<file path="config.mk">
export PLATFORM = sky130hd
export DESIGN_NAME = spi2reg_slave
export DESIGN_NICKNAME = d
export VERILOG_FILES = /design/src/rtl/spi_reg_pkg.sv /design/src/rtl/spi_sync_edge.sv /design/src/rtl/spi2reg_slave.sv
export SDC_FILE = /design/constraint.sdc
export NUM_CORES = 1
export LEC_CHECK = 0
export CORE_MARGIN = 4
export CORE_UTILIZATION = 50
export DETAILED_ROUTE_END_ITERATION = 7
export PLACE_DENSITY = 0.75
export SLEW_MARGIN = 40
export SYNTH_ARGS = -nofsm -noshare
export SYNTH_HDL_FRONTEND = slang
export SYNTH_SLANG_ARGS = --single-unit
</file>
<file path="constraint.sdc">
create_clock -name clk -period 2.6 [get_ports clk]
set_input_delay 0.52 -clock clk [delete_from_list [all_inputs] [get_ports clk]]
set_output_delay 0.52 -clock clk [all_outputs]
set_load 0.005 [all_outputs]
</file>
<file path="src/rtl/spi_reg_pkg.sv">
// Frame constants, RW flag encoding and controller states shared by the SPI register
// slave and the APB-to-SPI master bridge.
package spi_reg_pkg;

    localparam int WR_FRAME_BITS = 49;
    localparam int RD_CMD_BITS   = 17;
    localparam int RD_DATA_BITS  = 32;

    localparam logic RW_WRITE = 1'b1;
    localparam logic RW_READ  = 1'b0;

    typedef enum logic [2:0] {
        IDLE     = 3'd0,
        CMD      = 3'd1,
        WR_ISSUE = 3'd2,
        RD_ISSUE = 3'd3,
        RD_LATCH = 3'd4,
        RD_WAIT  = 3'd5,
        RD_SEND  = 3'd6
    } state_e;

endpackage

</file>
<file path="src/rtl/spi_sync_edge.sv">
// Two-flop synchronizer for an asynchronous level, with rise/fall pulses derived
// from the synchronized copy.
module spi_sync_edge #(
    parameter logic RST_VAL = 1'b0
) (
    input  logic clk,
    input  logic rst_n,
    input  logic d,
    output logic q,
    output logic rise,
    output logic fall
);

    logic meta;
    logic prev;

    always_ff @(posedge clk or negedge rst_n) begin
        if (!rst_n) begin
            meta <= RST_VAL;
            q    <= RST_VAL;
            prev <= RST_VAL;
        end else begin
            meta <= d;
            q    <= meta;
            prev <= q;
        end
    end

    assign rise = q & ~prev;
    assign fall = ~q & prev;

endmodule

</file>
<file path="src/rtl/spi2reg_slave.sv">
// SPI slave that decodes write/read register frames into a single-cycle register bus
// and returns read data on miso during the separate read data phase.
import spi_reg_pkg::*;

module spi2reg_slave #(
    parameter int ADDR_W     = 16,
    parameter int DATA_W     = 32,
    parameter int RD_TIMEOUT = 255
) (
    input  logic              clk,
    input  logic              rst_n,
    input  logic              sclk,
    input  logic              cs,
    input  logic              mosi,
    output logic              miso,
    output logic              reg_wr_en,
    output logic              reg_rd_en,
    output logic [ADDR_W-1:0] reg_addr,
    output logic [DATA_W-1:0] reg_wdata,
    input  logic [DATA_W-1:0] reg_rdata,
    output logic              frame_err,
    output logic              busy
);

    localparam int FRAME_W = 1 + ADDR_W + DATA_W;
    localparam int CMD_W   = 1 + ADDR_W;
    localparam int TO_W    = $clog2(RD_TIMEOUT + 1);
    localparam logic [5:0] CNT_MAX = 6'd63;

    state_e              state;
    logic                sclk_rise, sclk_fall, cs_rise, cs_fall;
    logic                sclk_level_unused, cs_level_unused;
    logic                mosi_meta, mosi_sync;
    logic [5:0]          bit_cnt;
    logic [FRAME_W-1:0]  shift;
    logic [DATA_W-1:0]   tx;
    logic [TO_W-1:0]     wait_cnt;
    logic                frame_ok_wr, frame_ok_rd;

    spi_sync_edge #(.RST_VAL(1'b0)) u_sclk_sync (
        .clk   (clk),
        .rst_n (rst_n),
        .d     (sclk),
        .q     (sclk_level_unused),
        .rise  (sclk_rise),
        .fall  (sclk_fall)
    );

    spi_sync_edge #(.RST_VAL(1'b1)) u_cs_sync (
        .clk   (clk),
        .rst_n (rst_n),
        .d     (cs),
        .q     (cs_level_unused),
        .rise  (cs_rise),
        .fall  (cs_fall)
    );

    always_ff @(posedge clk or negedge rst_n) begin
        if (!rst_n) begin
            mosi_meta <= 1'b0;
            mosi_sync <= 1'b0;
        end else begin
            mosi_meta <= mosi;
            mosi_sync <= mosi_meta;
        end
    end

    // The RW flag is whichever bit arrived first, so its position depends on the length.
    assign frame_ok_wr = (bit_cnt == 6'(FRAME_W)) && (shift[FRAME_W-1] == RW_WRITE);
    assign frame_ok_rd = (bit_cnt == 6'(CMD_W))   && (shift[CMD_W-1]   == RW_READ);

    always_ff @(posedge clk or negedge rst_n) begin
        if (!rst_n) begin
            bit_cnt <= '0;
        end else if (cs_fall) begin
            bit_cnt <= '0;
        end else if (sclk_rise && (state == CMD || state == RD_SEND) && bit_cnt != CNT_MAX) begin
            bit_cnt <= bit_cnt + 6'd1;
        end
    end

    always_ff @(posedge clk or negedge rst_n) begin
        if (!rst_n) begin
            shift <= '0;
        end else if (state == CMD && sclk_rise) begin
            shift <= {shift[FRAME_W-2:0], mosi_sync};
        end
    end

    always_ff @(posedge clk or negedge rst_n) begin
        if (!rst_n) begin
            state     <= IDLE;
            reg_addr  <= '0;
            reg_wdata <= '0;
            tx        <= '0;
            wait_cnt  <= '0;
            frame_err <= 1'b0;
        end else begin
            frame_err <= 1'b0;
            case (state)
                IDLE: begin
                    if (cs_fall) state <= CMD;
                end
                CMD: begin
                    if (cs_rise) begin
                        if (frame_ok_wr) begin
                            reg_addr  <= shift[FRAME_W-2 -: ADDR_W];
                            reg_wdata <= shift[DATA_W-1:0];
                            state     <= WR_ISSUE;
                        end else if (frame_ok_rd) begin
                            reg_addr <= shift[ADDR_W-1:0];
                            state    <= RD_ISSUE;
                        end else begin
                            frame_err <= 1'b1;
                            state     <= IDLE;
                        end
                    end
                end
                WR_ISSUE: state <= IDLE;
                RD_ISSUE: state <= RD_LATCH;
                RD_LATCH: begin
                    tx       <= reg_rdata;
                    wait_cnt <= '0;
                    state    <= RD_WAIT;
                end
                RD_WAIT: begin
                    if (cs_fall) begin
                        state <= RD_SEND;
                    end else if (wait_cnt == TO_W'(RD_TIMEOUT - 1)) begin
                        frame_err <= 1'b1;
                        state     <= IDLE;
                    end else begin
                        wait_cnt <= wait_cnt + TO_W'(1);
                    end
                end
                RD_SEND: begin
                    if (cs_rise) begin
                        if (bit_cnt != 6'(DATA_W)) frame_err <= 1'b1;
                        state <= IDLE;
                    end else if (sclk_fall) begin
                        tx <= {tx[DATA_W-2:0], 1'b0};
                    end
                end
                default: state <= IDLE;
            endcase
        end
    end

    // Strobes decode straight from state so address/data loaded on entry are valid with them.
    assign reg_wr_en = (state == WR_ISSUE);
    assign reg_rd_en = (state == RD_ISSUE);
    assign busy      = (state != IDLE);
    assign miso      = (state == RD_SEND) && tx[DATA_W-1];

endmodule

</file>
== Word level (Yosys, flattened, before mapping) ==
Index checks and enable logic that the tools add are counted.
Word-level totals
  output and inout port bits: 53
  bits in registers: 155
Cells by class
  bitwise operators: 9
  equal/unequal tests: 19
  mux-type cells: 26
  reductions and logical operators: 18
  add/subtract/negate cells: 2
Operators with widths (number)
  $mux W32: 2
  $pmux W32 S2: 1
  $mux W16: 2
  $pmux W3 S6: 1
  $mux W8: 2
  $pmux W8 S2: 1
  $mux W3: 5
  $ne A2 B2 Y1 const B: 7
  $mux W6: 2
  $ne A6 B6 Y1 const B: 2
  $reduce_and A3 Y1: 4
  $eq A3 B3 Y1 const B: 3
  $add A8 B1 Y8 const B: 1
  $eq A8 B8 Y1 const B: 1
  $reduce_bool A2 Y1: 4
  $mux W1: 7
  $add A6 B1 Y6 const B: 1
  $eq A3 B2 Y1 const B: 2
  $eq A6 B5 Y1 const B: 1
  $eq A6 B6 Y1 const B: 1
  $logic_and A1 B1 Y1: 6
  $not A1 Y1: 5
  $and A1 B1 Y1: 4
  $mux W2: 2
  other kinds (7): 7

== Logic depth before layout (Yosys ltp) ==
Gate-level depths: netlist (run 1).
  depth after elaboration: 6
  depth in mapped cells: 9

== Cells and area by module ==
From an unflattened synthesis (run 1), not the netlist that was laid out.
Second synthesis, totals
  cells, all modules: 553
  area, all modules: 6742.7 um2
By module, submodules not included
  spi2reg_slave: area an instance 6558.8 um2, cells an instance 543, instances 1
  spi_sync_edge at u_cs_sync: area an instance 93.8 um2, cells an instance 5, instances 1
  spi_sync_edge at u_sclk_sync: area an instance 90.1 um2, cells an instance 5, instances 1

== Worst setup path after synthesis (run 1) ==
Ideal clock, no wire load.
  path type: register to register
  from: register bit_cnt[1]
  to: register reg_wdata[0]
  stages on the path, launching flop included: 10
  arrival time: 2162 ps
  period minus slack after synthesis: 2287 ps
  setup slack: 313 ps
  data required time: 2475 ps
  cells stage by stage: dfrtp_1 inv_1 ha_1 nand2_1 or4_1 buf_6 or3_1 buf_6 buf_12 mux2_4
Between the ends
  longest elaborated chain between the ends: 3
RTL lines
  start: declaration: line spi2reg_slave.sv:34  | logic [5:0] bit_cnt;
  start signal: assignment: line spi2reg_slave.sv:78  | bit_cnt <= bit_cnt + 6'd1;
  $eq A6 B6 Y1: line spi2reg_slave.sv:69  | assign frame_ok_wr = (bit_cnt == 6'(FRAME_W)) && (shift[FRAME_W-1] == RW_WRITE);
  $logic_and A1 B1 Y1: line spi2reg_slave.sv:69
  $reduce_and A3 Y1 (no line)
  end signal: assignment: line spi2reg_slave.sv:108  | reg_wdata <= shift[DATA_W-1:0];
  end: declaration: line spi2reg_slave.sv:19  | output logic [DATA_W-1:0] reg_wdata,
No other way between the ends.
A chain may end at the register's enable or synchronous reset.

== Final worst setup path (run 1) ==
  from: register bit_cnt[1]
  to: register reg_wdata[30]
The elaborated chain is that of the path after synthesis.

==> impl_metrics.ini, run 1 <==
[routing]
wl_per_cell_um = 15.7
wl_met1_um = 6010
detailroute.via_count = 4424
drt_iter0_drc = 200
dr_wl_met2_um = 6260
wirelength_um = 13200
dr.max_layer_used = met4
drc = 0
dr.pass1.iters = 4
routed-wl-met3_um = 657
viasPerCell = 5.27
ant_nets = 0

[cells_and_area]
multi_input_area_um2 = 2810
regArea_um2 = 3880
n_fill_cell = 1040
syn_to_final_growth_pct = 25.5
nets = 692
finalNonFillerCells = 839
fin_area_um2 = 8630
drive_above_1_share = 0.258
diodes = 0

[place]
numPortBuffers = 89
place_hpwl_um = 8690
dpl.cell_count = 807
postPlaceCellArea_um2 = 7980
gp_congestion = 0.810

[clocking]
cts_hold_buf = 0
cts_htree_levels = 4
clk_pin_slew_ns = 0.06
cts_setup_buffers = 0
cts_buffers = 17
clk_path_buf_depth = 2
root_buffer = clkbuf_16
insertion_delay_ns = 0.42
cts_tree = built
clock_sinks = 155
ctsResizeCount = 0

[floorplan]
core_um2 = 13300
rows = 42
die_w_um = 125
die_h_um = 125
start_util = 0.515
ios = 90
dieArea_um2 = 15700

[sta]
whs_ns = 0.0743
period_share = 0.900
tightest_slew_ns = 0.768
clock_skew_ns = 0.00632
setup_viol = 0
hold_viol = 0
rsz0062_at_grt = no
drv_slew = 0
min_period_ns = 2.34
slew_headroom = 0.487
max_freq_mhz = 427
setup-tns-final_ns = 0

[run_status]
status = completed

[pwr]
power.leakage_nw = 4.07
p_per_area_nw_per_um2 = 686
peakVddDrop_v = 0.000473

[grt]
overflow = 0
antenna_found_initial = 0
grt_max_degree = 64
grt_pass1_wl_um = 22700
grt_pass1_vias = 4634
grt_util_all_layers = 0.176

[worst_setup_path]
crit_type = register to register
critical-path-top-delay-family = simple AND/OR/NAND/NOR gates
end_kind = register
crit_buf_inv = 2
crit_start = bit_cnt[1]
arrival_ns = 2.64
required_ns = 2.90
critPathMaxStageDelay_ns = 0.49
r2r_start = bit_cnt[1]
path_cells = inv_1, ha_1, nand2_1, or4_1, or3_2, buf_12, mux2_4
slowest_stage = or4_1
cp-start-kind = register
critPathMaxFanout = 32

[synth]
synth-edff-count = 0
synth.distinct_cells = 47
syn-mean-instance-area_um2 = 12.4
syn-cell-area_um2 = 6870
synth_fp_nets = 598
yosysWarnings = 0
synth_seq_cells = 155
ys_async_sr_fraction = 1.00
yosys_most_used_dff = dfrtp_1
syn_inst = 556
yosysSeqAreaShare = 0.565

[job]
maxCapViolations = 0

[hold_path]
hold_path_class = input pin to asynchronous set/reset pin
-- metrics by stage --
step	total power, mW	worst slack, ns	util
CTS	5.98	0.238	0.646
floorplan	3.00	0.313	-
finish	5.92	0.259	0.646
global placement	3.24	0.339	0.598
global route	6.17	0.137	0.646
detailed placement	3.28	0.278	0.598
-- final cells by class --
type | instances | area share
clock buffers | 18 | 0.0497
clock inverters | 14 | 0.0254
inverters | 6 | 0.00261
multi-input cells | 365 | 0.325
flip-flops and latches | 155 | 0.450
well taps | 176 | 0.0255
repair buffers | 105 | 0.122
-- Yosys cell counts (3+ instances only) --
cell type  count  area share
a21oi_1       25       0.018
and3_1         3      0.0027
buf_1          3      0.0016
buf_12         3      0.0087
clkbuf_1      20       0.011
dfrtp_1      152        0.55
dfstp_2        3       0.011
ha_1           5      0.0091
inv_1          6      0.0033
mux2_2        83        0.14
mux2_4        30       0.066
mux2i_1       21       0.031
nand2_1      103       0.056
nand2b_1       3      0.0027
nand3_1        7      0.0051
nor2_1        23       0.013
nor2b_1        4      0.0036
nor3b_1        5      0.0055
o21ai_0        6      0.0044
o31ai_1        3      0.0033
or3_1          6      0.0055
or4_1          4      0.0044
-- where the power goes --
part           internal, mW  switching (mW)  total [mW]
registers              2.52           0.107        2.63
clock network          1.71           0.984        2.69
logic                 0.312           0.285       0.597
total                  4.54            1.38        5.92
-- worst paths after layout --
path | endpoint | slack [ns] | cells past startpoint
max | reg_wdata[30] | 0.26 | 7
min | tx[30] | 0.07 | 1
min reg2reg | mosi_sync | 0.35 | 0
max reg2reg | reg_wdata[30] | 0.26 | 7
min in group clk | mosi_sync | 0.35 | 0
max in group asynchronous | u_cs_sync.meta | 1.77 | 2
-- kinds of logic after synthesis --
family          share of synthesized area
simple gates                        0.114
compound gates                     0.0493
buf+inv                            0.0293
fa+ha+maj                         0.00910
xor+xnor                          0.00127
mux                                 0.232
flops                               0.565
-- registers in the layout, summed over array words and instances, names as in the netlist --
register,cells
mosi_meta,1
state,3
u_cs_sync.prev,1
u_sclk_sync.meta,1
frame_err,1
wait_cnt,8
reg_addr,16
shift,49
tx,32
bit_cnt,6
u_cs_sync.meta,1
mosi_sync,1
reg_wdata,32
u_cs_sync.q,1
u_sclk_sync.prev,1
u_sclk_sync.q,1
-- metal layers --
| metal | vias to the layer above | global-route usage |
|---|---|---|
| li1 | 2125 | - |
| met1 | 2183 | 0.230 |
| met2 | 93 | 0.278 |
| met3 | 23 | 0.0546 |
| met4 | 0 | 0.0663 |
| met5 | - | 0 |
-- placed cells by master (no fill, tap or decap), types with 7 or more instances in the layout --
cell type / instances
dfrtp_1: 152
nand2_1: 102
clkdlybuf4s50_1: 88
mux2_2: 83
mux2_4: 30
a21oi_1: 25
nor2_1: 23
mux2i_1: 21
clkbuf_16: 17
buf_4: 13
nand3_1: 7
Power figures use the tool's default switching activity.
==> run 2, diff against run 1 <==
HOLD_SLACK_MARGIN = 0.02   (was not set)
==> results of run 2 <==
Same layout as run 1: the final DEF is identical, and so are final timing and power.
